<file path="src/rtl/lynxTypes.sv">
// Shared types for the TCP receive reader.
// Declares the bit-field layouts of the notify, read-package, rx-meta,
// header and notification-queue words, the reader FSM state enum, and
// small arithmetic helpers (tkeep popcount, saturating increment).
package lynxTypes;

    localparam int SID_W    = 16;
    localparam int LEN_W    = 16;
    localparam int NOTIFY_W = 88;
    localparam int RDPKG_W  = 40;
    localparam int RXMETA_W = 40;
    localparam int HDR_W    = 32;
    localparam int NQ_W     = 32;

    typedef struct packed {
        logic [6:0]       rsvd;
        logic             closed;
        logic [15:0]      port;
        logic [31:0]      ip;
        logic [LEN_W-1:0] len;
        logic [SID_W-1:0] sid;
    } notify_t;

    typedef struct packed {
        logic [7:0]       zero;
        logic [LEN_W-1:0] len;
        logic [SID_W-1:0] sid;
    } rd_pkg_t;

    typedef struct packed {
        logic [23:0]      ignored;
        logic [SID_W-1:0] sid;
    } rx_meta_t;

    typedef struct packed {
        logic [LEN_W-1:0] len;
        logic [SID_W-1:0] sid;
    } rx_hdr_t;

    typedef struct packed {
        logic [LEN_W-1:0] len;
        logic [SID_W-1:0] sid;
    } nq_entry_t;

    typedef enum logic [2:0] {
        ST_IDLE = 3'd0,
        ST_REQ  = 3'd1,
        ST_META = 3'd2,
        ST_HDR  = 3'd3,
        ST_DATA = 3'd4
    } rx_state_t;

    // Number of valid bytes in a 64-byte beat.
    function automatic logic [6:0] popcount64(input logic [63:0] keep);
        logic [6:0] cnt;
        cnt = 7'd0;
        for (int i = 0; i < 64; i++) begin
            cnt = cnt + {6'd0, keep[i]};
        end
        return cnt;
    endfunction

    // Increment that sticks at all-ones instead of wrapping.
    function automatic logic [31:0] sat_inc32(input logic [31:0] val);
        return (val == 32'hFFFF_FFFF) ? val : (val + 32'd1);
    endfunction

endpackage

</file>
<file path="src/rtl/tcp_notify_queue.sv">
// Synchronous FIFO holding pending (sid, len) notifications.
// Ports: clk/reset (sync, active-high); push/din write side; pop/dout read
// side (dout is the head entry, valid while !empty); full/empty flags.
// A pop on a full queue frees the slot for a push in the same cycle; a push
// into an empty queue only becomes visible on the following cycle.
module tcp_notify_queue #(
    parameter int DEPTH = 8,
    parameter int W     = 32
) (
    input  logic         clk,
    input  logic         reset,
    input  logic         push,
    input  logic [W-1:0] din,
    input  logic         pop,
    output logic [W-1:0] dout,
    output logic         full,
    output logic         empty
);

    localparam int AW = (DEPTH > 1) ? $clog2(DEPTH) : 1;

    logic [W-1:0]  mem_r [DEPTH];
    logic [AW-1:0] wr_ptr_r;
    logic [AW-1:0] rd_ptr_r;
    logic [AW:0]   count_r;
    logic          do_push_s;
    logic          do_pop_s;

    assign full      = (count_r == (AW+1)'(DEPTH));
    assign empty     = (count_r == '0);
    assign do_pop_s  = pop && !empty;
    assign do_push_s = push && (!full || do_pop_s);
    assign dout      = mem_r[rd_ptr_r];

    // Storage write; contents need no reset because count_r guards reads.
    always_ff @(posedge clk) begin
        if (do_push_s) begin
            mem_r[wr_ptr_r] <= din;
        end
    end

    // Pointer and occupancy tracking; power-of-two depth makes pointers wrap naturally.
    always_ff @(posedge clk) begin
        if (reset) begin
            wr_ptr_r <= '0;
            rd_ptr_r <= '0;
            count_r  <= '0;
        end else begin
            if (do_push_s) begin
                wr_ptr_r <= wr_ptr_r + AW'(1);
            end
            if (do_pop_s) begin
                rd_ptr_r <= rd_ptr_r + AW'(1);
            end
            case ({do_push_s, do_pop_s})
                2'b10:   count_r <= count_r + (AW+1)'(1);
                2'b01:   count_r <= count_r - (AW+1)'(1);
                default: count_r <= count_r;
            endcase
        end
    end

endmodule

</file>
<file path="src/rtl/tcp_rx_reader.sv">
// TCP receive reader: turns session notifications into read-package
// requests of at most MAX_RD_LEN bytes, checks the returned rx_meta sid,
// emits one header per chunk and forwards the chunk payload unchanged.
// Ports: aclk/areset (sync, active-high); s_tcp_notify (closed -> m_close,
// otherwise queued); m_tcp_rd_pkg (read request); s_tcp_rx_meta (sid echo);
// s_axis_tcp_rx -> m_axis_rx payload pass-through while in DATA;
// m_rx_hdr (chunk header); err_len_cnt / err_sid_cnt saturating error counts.
module tcp_rx_reader
    import lynxTypes::*;
#(
    parameter int MAX_RD_LEN = 1024,
    parameter int NQ_DEPTH   = 8
) (
    input  logic         aclk,
    input  logic         areset,
    input  logic         s_tcp_notify_valid,
    output logic         s_tcp_notify_ready,
    input  logic [87:0]  s_tcp_notify_data,
    output logic         m_tcp_rd_pkg_valid,
    input  logic         m_tcp_rd_pkg_ready,
    output logic [39:0]  m_tcp_rd_pkg_data,
    input  logic         s_tcp_rx_meta_valid,
    output logic         s_tcp_rx_meta_ready,
    input  logic [39:0]  s_tcp_rx_meta_data,
    input  logic         s_axis_tcp_rx_tvalid,
    output logic         s_axis_tcp_rx_tready,
    input  logic [511:0] s_axis_tcp_rx_tdata,
    input  logic [63:0]  s_axis_tcp_rx_tkeep,
    input  logic         s_axis_tcp_rx_tlast,
    output logic         m_rx_hdr_valid,
    input  logic         m_rx_hdr_ready,
    output logic [31:0]  m_rx_hdr_data,
    output logic         m_axis_rx_tvalid,
    input  logic         m_axis_rx_tready,
    output logic [511:0] m_axis_rx_tdata,
    output logic [63:0]  m_axis_rx_tkeep,
    output logic         m_axis_rx_tlast,
    output logic         m_close_valid,
    input  logic         m_close_ready,
    output logic [15:0]  m_close_data,
    output logic [31:0]  err_len_cnt,
    output logic [31:0]  err_sid_cnt
);

    localparam logic [15:0] MAX_LEN = 16'(MAX_RD_LEN);

    rx_state_t  state_r, state_nxt_s;
    logic [15:0] sid_r, rem_r, chunk_r;
    logic [16:0] byte_cnt_r;
    logic [31:0] err_len_r, err_sid_r;

    notify_t    ntf_s;
    rx_meta_t   meta_s;
    nq_entry_t  nq_head_s;
    logic [31:0] nq_dout_s;
    logic        nq_full_s, nq_empty_s, nq_push_s, pop_s;
    logic [15:0] chunk_s;
    logic [6:0]  beat_bytes_s;
    logic [16:0] byte_sum_s;
    logic        in_data_s, beat_s;
    logic        unused_s;

    assign ntf_s     = notify_t'(s_tcp_notify_data);
    assign meta_s    = rx_meta_t'(s_tcp_rx_meta_data);
    assign nq_head_s = nq_entry_t'(nq_dout_s);
    assign unused_s  = ^{ntf_s.rsvd, ntf_s.port, ntf_s.ip, meta_s.ignored};

    assign pop_s   = (state_r == ST_IDLE) && !nq_empty_s && !areset;
    assign chunk_s = (rem_r < MAX_LEN) ? rem_r : MAX_LEN;

    // Notify steering: closed sessions go straight to m_close, the rest
    // compete for a queue slot (a same-cycle pop frees one when full).
    always_comb begin
        s_tcp_notify_ready = 1'b0;
        m_close_valid      = 1'b0;
        if (areset) begin
            s_tcp_notify_ready = 1'b0;
            m_close_valid      = 1'b0;
        end else if (ntf_s.closed) begin
            s_tcp_notify_ready = m_close_ready;
            m_close_valid      = s_tcp_notify_valid;
        end else begin
            s_tcp_notify_ready = !nq_full_s || pop_s;
            m_close_valid      = 1'b0;
        end
    end

    assign m_close_data = ntf_s.sid;
    // Zero-length open notifications are accepted but never queued.
    assign nq_push_s = s_tcp_notify_valid && s_tcp_notify_ready &&
                       !ntf_s.closed && (ntf_s.len != 16'd0);

    tcp_notify_queue #(
        .DEPTH (NQ_DEPTH),
        .W     (NQ_W)
    ) u_queue (
        .clk   (aclk),
        .reset (areset),
        .push  (nq_push_s),
        .din   ({ntf_s.len, ntf_s.sid}),
        .pop   (pop_s),
        .dout  (nq_dout_s),
        .full  (nq_full_s),
        .empty (nq_empty_s)
    );

    // Handshake-facing outputs are pure functions of state so valid and data stay stable until accepted.
    assign m_tcp_rd_pkg_valid  = (state_r == ST_REQ)  && !areset;
    assign m_tcp_rd_pkg_data   = {8'd0, chunk_s, sid_r};
    assign s_tcp_rx_meta_ready = (state_r == ST_META) && !areset;
    assign m_rx_hdr_valid      = (state_r == ST_HDR)  && !areset;
    assign m_rx_hdr_data       = {chunk_r, sid_r};

    // Payload path: zero-latency pass-through gated to the DATA state.
    assign in_data_s            = (state_r == ST_DATA) && !areset;
    assign m_axis_rx_tvalid     = in_data_s && s_axis_tcp_rx_tvalid;
    assign s_axis_tcp_rx_tready = in_data_s && m_axis_rx_tready;
    assign m_axis_rx_tdata      = s_axis_tcp_rx_tdata;
    assign m_axis_rx_tkeep      = s_axis_tcp_rx_tkeep;
    assign m_axis_rx_tlast      = s_axis_tcp_rx_tlast;
    assign beat_s               = s_axis_tcp_rx_tvalid && s_axis_tcp_rx_tready;
    assign beat_bytes_s         = popcount64(s_axis_tcp_rx_tkeep);
    assign byte_sum_s           = byte_cnt_r + {10'd0, beat_bytes_s};

    assign err_len_cnt = err_len_r;
    assign err_sid_cnt = err_sid_r;

    // FSM state register.
    always_ff @(posedge aclk) begin
        if (areset) begin
            state_r <= ST_IDLE;
        end else begin
            state_r <= state_nxt_s;
        end
    end

    // FSM next-state logic.
    always_comb begin
        state_nxt_s = state_r;
        case (state_r)
            ST_IDLE: begin
                if (pop_s) state_nxt_s = ST_REQ;
                else       state_nxt_s = ST_IDLE;
            end
            ST_REQ: begin
                if (m_tcp_rd_pkg_ready) state_nxt_s = ST_META;
                else                    state_nxt_s = ST_REQ;
            end
            ST_META: begin
                if (s_tcp_rx_meta_valid) state_nxt_s = ST_HDR;
                else                     state_nxt_s = ST_META;
            end
            ST_HDR: begin
                if (m_rx_hdr_ready) state_nxt_s = ST_DATA;
                else                state_nxt_s = ST_HDR;
            end
            ST_DATA: begin
                if (beat_s && s_axis_tcp_rx_tlast) begin
                    state_nxt_s = (rem_r != 16'd0) ? ST_REQ : ST_IDLE;
                end else begin
                    state_nxt_s = ST_DATA;
                end
            end
            default: state_nxt_s = ST_IDLE;
        endcase
    end

    // Session bookkeeping and error counters, updated on each state's handshake.
    always_ff @(posedge aclk) begin
        if (areset) begin
            sid_r      <= 16'd0;
            rem_r      <= 16'd0;
            chunk_r    <= 16'd0;
            byte_cnt_r <= 17'd0;
            err_len_r  <= 32'd0;
            err_sid_r  <= 32'd0;
        end else begin
            case (state_r)
                ST_IDLE: begin
                    if (pop_s) begin
                        sid_r <= nq_head_s.sid;
                        rem_r <= nq_head_s.len;
                    end
                end
                ST_REQ: begin
                    if (m_tcp_rd_pkg_ready) begin
                        chunk_r <= chunk_s;
                        rem_r   <= rem_r - chunk_s;
                    end
                end
                ST_META: begin
                    if (s_tcp_rx_meta_valid && (meta_s.sid != sid_r)) begin
                        err_sid_r <= sat_inc32(err_sid_r);
                    end
                end
                ST_HDR: begin
                    if (m_rx_hdr_ready) begin
                        byte_cnt_r <= 17'd0;
                    end
                end
                ST_DATA: begin
                    if (beat_s) begin
                        byte_cnt_r <= byte_sum_s;
                        if (s_axis_tcp_rx_tlast && (byte_sum_s != {1'b0, chunk_r})) begin
                            err_len_r <= sat_inc32(err_len_r);
                        end
                    end
                end
                default: begin
                    byte_cnt_r <= byte_cnt_r;
                end
            endcase
        end
    end

endmodule
</file>
<file path="config.mk">
export PLATFORM = sky130hd
export DESIGN_NAME = tcp_rx_reader
export DESIGN_NICKNAME = d
export VERILOG_FILES = /design/src/rtl/lynxTypes.sv /design/src/rtl/tcp_notify_queue.sv /design/src/rtl/tcp_rx_reader.sv
export SDC_FILE = /design/constraint.sdc
export NUM_CORES = 1
export LEC_CHECK = 0
export ABC_CLOCK_PERIOD_IN_PS = 12250
export CELL_PAD_IN_SITES_DETAIL_PLACEMENT = 0
export CELL_PAD_IN_SITES_GLOBAL_PLACEMENT = 2
export CORE_AREA = 2 2 565 567
export DETAILED_ROUTE_END_ITERATION = 12
export DIE_AREA = 0 0 567 569
export PLACE_DENSITY_LB_ADDON = 0.1
export SYNTH_ARGS = -nofsm -noshare
export SYNTH_HDL_FRONTEND = slang
export SYNTH_SLANG_ARGS = --single-unit
</file>
<file path="constraint.sdc">
create_clock -name aclk -period 12.25 [get_ports aclk]
set_clock_uncertainty 0.05 [all_clocks]
set_input_delay 2.45 -clock aclk [delete_from_list [all_inputs] [get_ports aclk]]
set_output_delay 2.45 -clock aclk [all_outputs]
set_load 0.01 [all_outputs]
</file>
# Word-level counts from Yosys, hierarchy flattened
# Memory sizes are Yosys's and may differ from the RTL's. A register that Yosys moved wholly into a read port is not among the register bits.
# Cells that the tools add are included.
[word_totals] register_bits=142 n_memories=1 in_bits=714 mem_bits_rw=256 out_inout_bits=736
[op_classes] reduce_logical=36 eq_ne=15 n_lt_le_gt_ge=1 mux=23 addsub=71 bitwise=2
[mem_list] name="u_queue.mem_r" depth=8 word_bits=32 rd=1 rd_ports_with_merged_regs=1 write_ports=1 line_no="tcp_notify_queue.sv:22" rtl="logic [W-1:0] mem_r [DEPTH];"
[ops] op="$add 7x1->7" count=57
[ops] op="$add 32x1->32 const B" count=2
[ops] op="$eq 32x32->1 const B" count=2
[ops] op="$mux 16" count=3
[ops] op="$mux 17" count=2
[ops] op="$pmux 17 s2" count=1
[ops] op="$pmux 16 s2" count=1
[ops] op="$reduce_bool 16->1" count=2
[ops] op="$add 17x7->17" count=1
[ops] op="$logic_and 1x1->1" count=17
[ops] op="$ne 17x16->1" count=1
[ops] op="$lt 16x11->1 const B" count=1
[ops] op="$ne 16x16->1" count=1
[ops] op="$sub 16x16->16" count=1
[ops] op="$pmux 3 s5" count=1
[ops] op="$mux 3" count=4
[ops] op="$mux 1" count=9
[ops] op="$reduce_and 3->1" count=3
[ops] op="$ne 2x2->1 const B" count=4
[ops] op="$pmux 4 s2" count=1
[ops] op="$add 6x1->7" count=1
[ops] op="$add 3x1->3 const B" count=2
[ops] op="$add 5x1->6" count=1
[ops] op="$eq 3x2->1 const B" count=2
[ops] op="20 further kinds" count=28

# Depth between registers and ports, before layout
# Gate-level depths: netlist of run 1.
[depth] ltp_word=67 ltp_mapped=27 mapped_depth_nobuf=24

# Hierarchy
# A second synthesis of run 1 with hierarchy kept.
[hier_totals] cells_unflattened=2147 hier_area_um2=24119.4
[modules_own_cells] module="tcp_rx_reader" area_per_inst_um2=13615.6 seq_area_each_um2=2642.5 cells_per_inst=1694 n_inst=1
[modules_own_cells] module="tcp_notify_queue" area_per_inst_um2=10503.8 seq_area_each_um2=7947.6 cells_per_inst=453 n_inst=1

# Worst setup path after synthesis of run 1
# No wires, ideal clock.
[synth_path] path_kind="in2reg" startpoint="input s_axis_tcp_rx_tkeep[35]" endpoint="register err_len_r[22] (netlist: err_len_cnt[22])" required_time_ps=12077 arrival_ps=9374 path_stages=26 slack_ps=2702 setup_ps=123 path_cell_list="inv_1 -> fa_1 -> inv_1 -> fa_1 -> fa_1 -> inv_1 -> fa_1 -> inv_1 -> fa_1 -> fa_1 -> fa_1 -> inv_1 -> fa_1 -> inv_1 -> ha_1 -> nor2b_1 -> o2111ai_4 -> a2111oi_4 -> nor2_2 -> mux2_4 -> o31ai_1 -> and4bb_1 -> buf_6 -> buf_6 -> nor4_2 -> mux2_1"
[synth_between] elab_chain_cells=33
[synth_rtl] item="from (decl)" line_no="tcp_rx_reader.sv:28" rtl="input logic [63:0] s_axis_tcp_rx_tkeep,"
[synth_rtl] item="$add 7x1->7 (29 in series)" line_no="lynxTypes.sv:58" rtl="cnt = cnt + {6'd0, keep[i]};"
[synth_rtl] item="$add 17x7->17" line_no="tcp_rx_reader.sv:123" rtl="assign byte_sum_s = byte_cnt_r + {10'd0, beat_bytes_s};"
[synth_rtl] item="$ne 17x16->1" line_no="tcp_rx_reader.sv:204" rtl="if (s_axis_tcp_rx_tlast && (byte_sum_s != {1'b0, chunk_r})) begin"
[synth_rtl] item="$logic_and 1x1->1" line_no="tcp_rx_reader.sv:204"
[synth_rtl] item="$reduce_and 4->1 (no line)"
[synth_rtl] item="to (signal assigned)" line_no="tcp_rx_reader.sv:205" rtl="err_len_r <= sat_inc32(err_len_r);"
[synth_rtl] item="to (decl)" line_no="tcp_rx_reader.sv:50" rtl="logic [31:0] err_len_r, err_sid_r;"
# No other way between the ends.
# A chain may end at the register's enable or synchronous reset.

# Worst setup path in the final report of run 1
[layout_path] startpoint="input s_axis_tcp_rx_tkeep[55]" endpoint="register err_len_r[13] (netlist: err_len_cnt[13])"
[layout_between] elab_chain_cells=13
[layout_rtl] item="$add 7x1->7 (9 in series)" line_no="lynxTypes.sv:58"
[layout_rtl] item="$add 17x7->17" line_no="tcp_rx_reader.sv:123"
[layout_rtl] item="$ne 17x16->1" line_no="tcp_rx_reader.sv:204"
[layout_rtl] item="$logic_and 1x1->1" line_no="tcp_rx_reader.sv:204"
[layout_rtl] item="$reduce_and 4->1 (no line)"
# No other way between the ends.

==> metrics.txt, run 1 <==
Post-synth top flop edfxtp_1; worst-case clock buffer depth 3; Fmax 0.09396 GHz; register bit total from synthesis around 400; drt drc 0; Metal-1 WL ~60000 µm; Final Setup Violations 0; sequential share of the synthesized area 44.24%; Leakage 8.924 nW; reg2reg start byte_cnt_r[0]$_SDFFE_PP0P_; # H-tree levels 2; Area Overhead vs Synth 24.71%; Post-Synth Adder-Cell Area 6.649%; routed wl met2 76790 µm; Yosys top cell area share 32.12%; wire length per cell around 29 µm; Placer Congestion 0.7039; max_slew headroom 15.39%; Core Area 316800 µm²; Vias/cell between 2 and 2.5; root buf cell clkbuf_16; critical path class in2reg; most frequent cells after synthesis buf_4 (622), edfxtp_1 (256), dfxtp_1 (145); ys async rst share 0%; CP endpoint kind flip-flop; dominant cells by area after synthesis edfxtp_1 (32%), buf_4 (20%), dfxtp_1 (12%); share of layout cells above drive strength 1 11.43%; DRT iter0 DRCs between 700 and 800; Final period util slightly below 90%; Routed WL 177700 µm; post-layout minimum cycle time ~11000 ps; nets ~2700; final core occ roughly a tenth; sequential share of power 21.7%; Initial DRT Pass Iterations 4; area leader, netlist edfxtp_1; Overall Global Routing Usage between 10% and 20%; max-slew violations 0; clock network power share 22.3%; Synth Warn # 0; Worst EP arrival approximately 11000 ps; initial antenna violation count 42; internal power 4.195 mW; post-synthesis compound-gate area fraction 5.212%; Synth Area in XOR/XNOR 2.556%; synthesized area 23940 µm²; CP Buf/Inv Count 6; Post-synth EDFFs 256; # IOs 1450; chip width 567 µm; CP delay by family, top adder cells; max-cap viol count 0; flop2flop setup slack around 4500 ps; Net Sw Power 3.352 mW; Syn Inst Count 2176; Port Buf Inserts approximately 330; Cells after DPL 6040; first-pass GRT wire length 215000 µm; worst hold stages 2; Cell variety after synth 73; Pwr Total around 7.5 mW; total CTS buffers 54; top-count cell post-synth buf_4; Die H between 500 and 600 µm; RSZ-0062 raised after global routing false; CP max stage delay 810 ps; min-delay worst type reg2reg; status complete, no violations; Req. time, crit path between 10000 and 15000 ps; post-synthesis simple-gate area fraction 10.25%; gr ovfl total 0; crit path launch type input pin; Routed met3 length 32910 µm; crit path max fanout 45; Worst-Skew Late Latency 680 ps; via count 14980; Reg2Reg Depth 21; Row Count 207; fin cells roughly 6200; vias in the first global route around 16000; top layer in use met5; Die ar. 322600 µm²; Hold Crit Start rem_r[14]$_SDFFE_PP0P_; largest net degree at the start of global routing 70; WHS Endpoint rem_r[14]$_SDFFE_PP0P_; worst-margin pin slew about 1300 ps; main combinational cell family by area after synthesis buffers and inverters; Worst-path clk slew about 60 ps; CTS Hold Buffers Added 0; Routed Antenna Nets 0; Crit. path cell count 25; DP HPWL 150400 µm; Critical Path Slowest Stage Cell clkdlybuf4s50_1; combinational share of power 56.0%; RR Endpoint err_len_cnt[13]$_SDFFE_PP0P_; PwrDens 252.8 nW/µm²; Net Sw Frac 44.42%; mux cell area share after synthesis under 10%; # resized after CTS 0; Post-CTS Setup Bufs 0; CTS tree done; Final TNS setup 0 ps; starting density of the core under 10%; Mapped Avg Cell Area 11.00 µm²; most frequent CP cell fa_1; hold_ws roughly 420 ps; Final Hold Fails 0; CTS sink cnt 401; Peak VDD IR around 0.45 mV
stage by stage:
stage / area, µm² / setup WS [ps]
after global routing: 29820 / 1171
final: 29850 / 1608
after CTS: 29810 / 1442
after global placement: 27960 / 670.0
after detailed placement: 27960 / 701.8
after floorplan: 23980 / 2702
logic make-up (layout without fill, tap and decap cells):
| family | count (synthesis) | in the layout |
|---|---|---|
| xor+xnor | 65 | 65 |
| buf+inv | 812 | 584 |
| flops | 401 | 401 |
| fa+ha+maj | 93 | 93 |
| compound gates | 198 | 198 |
| simple gates | 488 | 488 |
| mux | 117 | 117 |
| other cells | 2 | 31 |
registers in the layout, summed over array words and instances (netlist names), named ones only:
name              cells
byte_cnt_r           17
chunk_r              16
err_len_cnt          32
err_sid_cnt          32
rem_r                16
sid_r                16
state_r               3
u_queue.count_r       4
u_queue.mem_r       256
u_queue.rd_ptr_r      3
u_queue.wr_ptr_r      3
cell usage in the layout (no fill, tap or decap), types with 16 or more instances in the layout:
master / instances
nand2_1: 91
and3_1: 16
mux4_2: 64
nand3_1: 37
buf_4: 36
or4_1: 16
inv_1: 113
diode_2: 17
nor3_1: 45
a211oi_1: 19
xnor2_1: 34
fa_1: 57
ha_1: 36
and2_1: 24
mux2_1: 19
dfxtp_1: 142
edfxtp_1: 256
nor2b_1: 29
or3_1: 31
o21ai_0: 43
nor2_1: 130
mux2i_1: 27
clkdlybuf4s50_1: 332
clkbuf_16: 54
xor2_1: 28
a21oi_1: 71
routing by layer:
metal  vias to the layer above  track usage [%]
li1                       6402                -
met1                      7251            10.60
met2                      1047            16.24
met3                       267            8.498
met4                        16            4.071
met5                         -            1.993
tightest hold or removal path: stages (launching register included):
cell	delay, ps
dfxtp_1	310
nand2_1	50
a21oi_1	50
worst max-delay path by stage:
stage | slack, ps | endpoint | start
floorplan | 2700 | err_len_cnt[22]$_SDFFE_PP0P_ | s_axis_tcp_rx_tkeep[35]
global placement | 670 | err_len_cnt[12]$_SDFFE_PP0P_ | s_axis_tcp_rx_tkeep[59]
detailed placement | 700 | err_len_cnt[13]$_SDFFE_PP0P_ | s_axis_tcp_rx_tkeep[53]
CTS | 1440 | err_len_cnt[13]$_SDFFE_PP0P_ | s_axis_tcp_rx_tkeep[53]
global route | 1170 | err_len_cnt[17]$_SDFFE_PP0P_ | s_axis_tcp_rx_tkeep[53]
finish | 1610 | err_len_cnt[13]$_SDFFE_PP0P_ | s_axis_tcp_rx_tkeep[55]
area by class of cell:
type | count | area (µm²)
Multi-Input combinational cell | 975 | 8061
Fill cell | 36350 | 286900
Timing Repair Buffer | 371 | 3645
Tap cell | 4180 | 5230
Sequential cell | 401 | 10600
Clock inverter | 31 | 391.6
Inverter | 113 | 424.2
Clock buffer | 69 | 1458
Antenna cell | 17 | 42.54
power groups by stage:
stage | combinational [mW] | clock, mW | sequential, mW
global placement | 4.50 | 0 | 1.68
finish | 4.23 | 1.68 | 1.64
detailed placement | 4.44 | 0 | 1.68
global route | 4.74 | 1.83 | 1.66
CTS | 4.47 | 1.79 | 1.65
floorplan | 3.13 | 0 | 1.59
(Power assumes the default switching activity.)
==> run 2: changes to the inputs <==
ABC_AREA = 1   (was unset)
CORE_AREA = 2 2 559 561   (was 2 2 565 567)
DIE_AREA = 0 0 561 563   (was 0 0 567 569)
==> run 2 against run 1 <==
  * Via count increased by 25%
  * Sequential share of layout area down 1.6 points
  * Global-route usage grew 4.0 points
  * Synthesized cell count rose by 32%
  * Utilization grew 0.65 points
  * Hold slack worse by 7.6 ps
  * Largest power group unchanged
  * Sequential power about the same
==> metrics.txt, run 2 <==
status complete, no violations; Hold Crit Start u_queue.rd_ptr_r[2]$_SDFFE_PP0P_; Routed Antenna Nets 0 (unchanged); DRT iter0 DRCs 959 (+32%); Leakage 10.18 nW (+14%); most flop-heavy register u_queue.mem_r; # IOs 1450 (unchanged); Post-synth top flop edfxtp_1; crit path max fanout 63 (+40%); Mapped Avg Cell Area 8.731 µm² (-21%); PwrDens 262.0 nW/µm² (+3.6%); Final TNS setup 0 ps (unchanged); nets 3419 (+26%); Post-CTS Setup Bufs 0 (unchanged); Final period util 82.97% (-3.9 points); Synth Warn # 0 (unchanged); most frequent cells after synthesis buf_4 (622), nand2_1 (400), inv_1 (265); top-count cell post-synth buf_4; fin cells 6825 (+11%); min-delay worst type reg2reg; wire length per cell 34.94 µm (+21%); leading cell type in the layout, fill and taps excluded nand2_1; Worst-path clk slew 50 ps (about the same); total CTS buffers 69 (+28%); max reg flops 256 (unchanged); Critical Path Slowest Stage Cell clkdlybuf4s50_1; largest net degree at the start of global routing 64 (-8.6%); Cells after DPL 6681 (+11%); Final Hold Fails 0 (unchanged); Fmax 0.09839 GHz (+4.7%); synthesized area 25140 µm² (+5.0%); DP HPWL 202800 µm (+35%); worst-case clock buffer depth 3 (unchanged); gr ovfl total 0 (unchanged); Reg2Reg Depth 26 (+24%); register bit total from synthesis 401 (unchanged); vias in the first global route 19090 (+21%); critical path class in2reg; worst hold stages 2 (unchanged); max-slew violations 0 (unchanged); Post-synth EDFFs 256 (unchanged); chip width 561 µm (-1.1%); Row Count 205 (-0.97%); Area Overhead vs Synth 24.37%; Req. time, crit path 12770 ps (+30 ps); CTS Hold Buffers Added 0 (unchanged); Core Area 310400 µm² (-2.0%); ys async rst share 0% (unchanged); CP endpoint kind flip-flop; CTS sink cnt 401 (unchanged); drt drc 0 (unchanged); most frequent CP cell fa_1; Port Buf Inserts 333 (unchanged); RSZ-0062 raised after global routing false; reg2reg start byte_cnt_r[0]$_SDFFE_PP0P_; most frequent cells in the layout nand2_1 (400), clkdlybuf4s50_1 (332), inv_1 (264); CP max stage delay 790 ps (-20 ps); Initial DRT Pass Iterations 4 (unchanged); area leader, netlist edfxtp_1; worst-margin pin slew 962.6 ps (-302.7 ps); CTS tree done; sequential share of the synthesized area 42.13% (-2.1 points); RR Endpoint err_len_cnt[0]$_SDFFE_PP0P_; Syn Inst Count 2879 (+32%); DP Area 28950 µm² (+3.5%); Worst EP arrival 10680 ps (-450 ps); Cell variety after synth 49 (-33%); Peak VDD IR 0.3799 mV (-16%); Yosys top cell area share 30.58% (-1.5 points); Vias/cell 2.748 (+13%); Die H 563 µm (-1.1%); Overall Global Routing Usage 14.62% (+4.0 points); max_slew headroom 35.63% (+20 points); # resized after CTS 0 (unchanged); initial antenna violation count 89 (+110%); setup ws final 2086 ps (+478.3 ps); Final Cell Area 31260 µm² (+4.7%); dpl ws 1167 ps (+465.6 ps); starting density of the core 8.099% (+0.54 points); Routed WL 238500 µm (+34%); dominant cells by area after synthesis edfxtp_1 (31%), buf_4 (19%), dfxtp_1 (12%); Die ar. 315800 µm² (-2.1%); # H-tree levels 3 (+1); Final Setup Violations 0 (unchanged); Pwr Total 8.192 mW (+8.5%); first-pass GRT wire length 284500 µm (+32%); crit path launch type input pin; Placer Congestion 0.8852 (+26%); Worst-Skew Late Latency 690 ps (about the same); filler instances 35990 (-1.0%); max-cap viol count 0 (unchanged); root buf cell clkbuf_16; post-layout minimum cycle time 10160 ps (-478.2 ps); via count 18750 (+25%); share of layout cells above drive strength 1 8.746% (-2.7 points); flop2flop setup slack 5020 ps (+500 ps)
## run 2: report_power, final
group | internal (mW) | switching [mW] | leakage [nW] | total [mW]
logic | 1.42 | 3.12 | 5.61 | 4.55
clock network | 1.18 | 0.850 | 1.09 | 2.03
registers | 1.50 | 0.118 | 3.48 | 1.62
## run 2: metrics by stage
stage               utilization (%)  hold slack (ps)
floorplan                         -            383.4
global placement              9.327            408.0
detailed placement            9.327            400.0
CTS                           10.06            413.9
global route                  10.06            442.6
finish                        10.07            408.7
## run 2: final cells by class
type	count	area (µm²)	area share, %
well taps	4140	5180	16.57
clock buffers	96	1888	6.040
flip-flops and latches	401	10600	33.90
diodes	21	52.55	0.1681
repair buffers	368	3593	11.49
multi-input cells	1463	8413	26.91
inverters	309	1165	3.726
clock inverters	27	372.9	1.193
## run 2: worst max-delay path, delay by kind of cell
kind,cells,cell delay [ps]
adder cells (fa/ha/maj),10,4930
buffers and inverters,6,1190
AND/OR/NAND/NOR,14,1960
## run 2: per-layer routing
metal / vias to the layer above / global-route usage (%) / routed length [µm]
met5: - / 1.175 / 746
met2: 1423 / 21.62 / 99690
met3: 237 / 16.85 / 59050
met4: 52 / 2.691 / 4554
li1: 8336 / - / -
met1: 8706 / 13.11 / 74460
## run 2: kinds of logic (layout without fill, tap and decap cells)
| family | count (synthesis) | in the layout | synth area share [%] |
|---|---|---|---|
| compound gates | 372 | 372 | 8.512 |
| xor+xnor | 35 | 35 | 1.394 |
| fa+ha+maj | 93 | 93 | 6.331 |
| buf+inv | 1027 | 800 | 24.87 |
| flops | 401 | 401 | 42.13 |
| other cells | 2 | 35 | 0.02988 |
| simple gates | 949 | 949 | 16.73 |
## run 2: worst max path at each step
stage                       startpoint                          end  slack, ps  cells past startpoint
2_1_floorplan  s_axis_tcp_rx_tkeep[17]  err_len_cnt[5]$_SDFFE_PP0P_       3590                     30
3_3_place_gp    s_axis_tcp_rx_tkeep[1]  err_len_cnt[0]$_SDFFE_PP0P_       1100                     28
3_5_place_dp    s_axis_tcp_rx_tkeep[1]  err_len_cnt[0]$_SDFFE_PP0P_       1170                     28
4_1_cts         s_axis_tcp_rx_tkeep[1]  err_len_cnt[0]$_SDFFE_PP0P_       1940                     28
5_1_grt        s_axis_tcp_rx_tkeep[59]  err_len_cnt[0]$_SDFFE_PP0P_       1600                     30
6_report       s_axis_tcp_rx_tkeep[21]  err_len_cnt[0]$_SDFFE_PP0P_       2090                     30
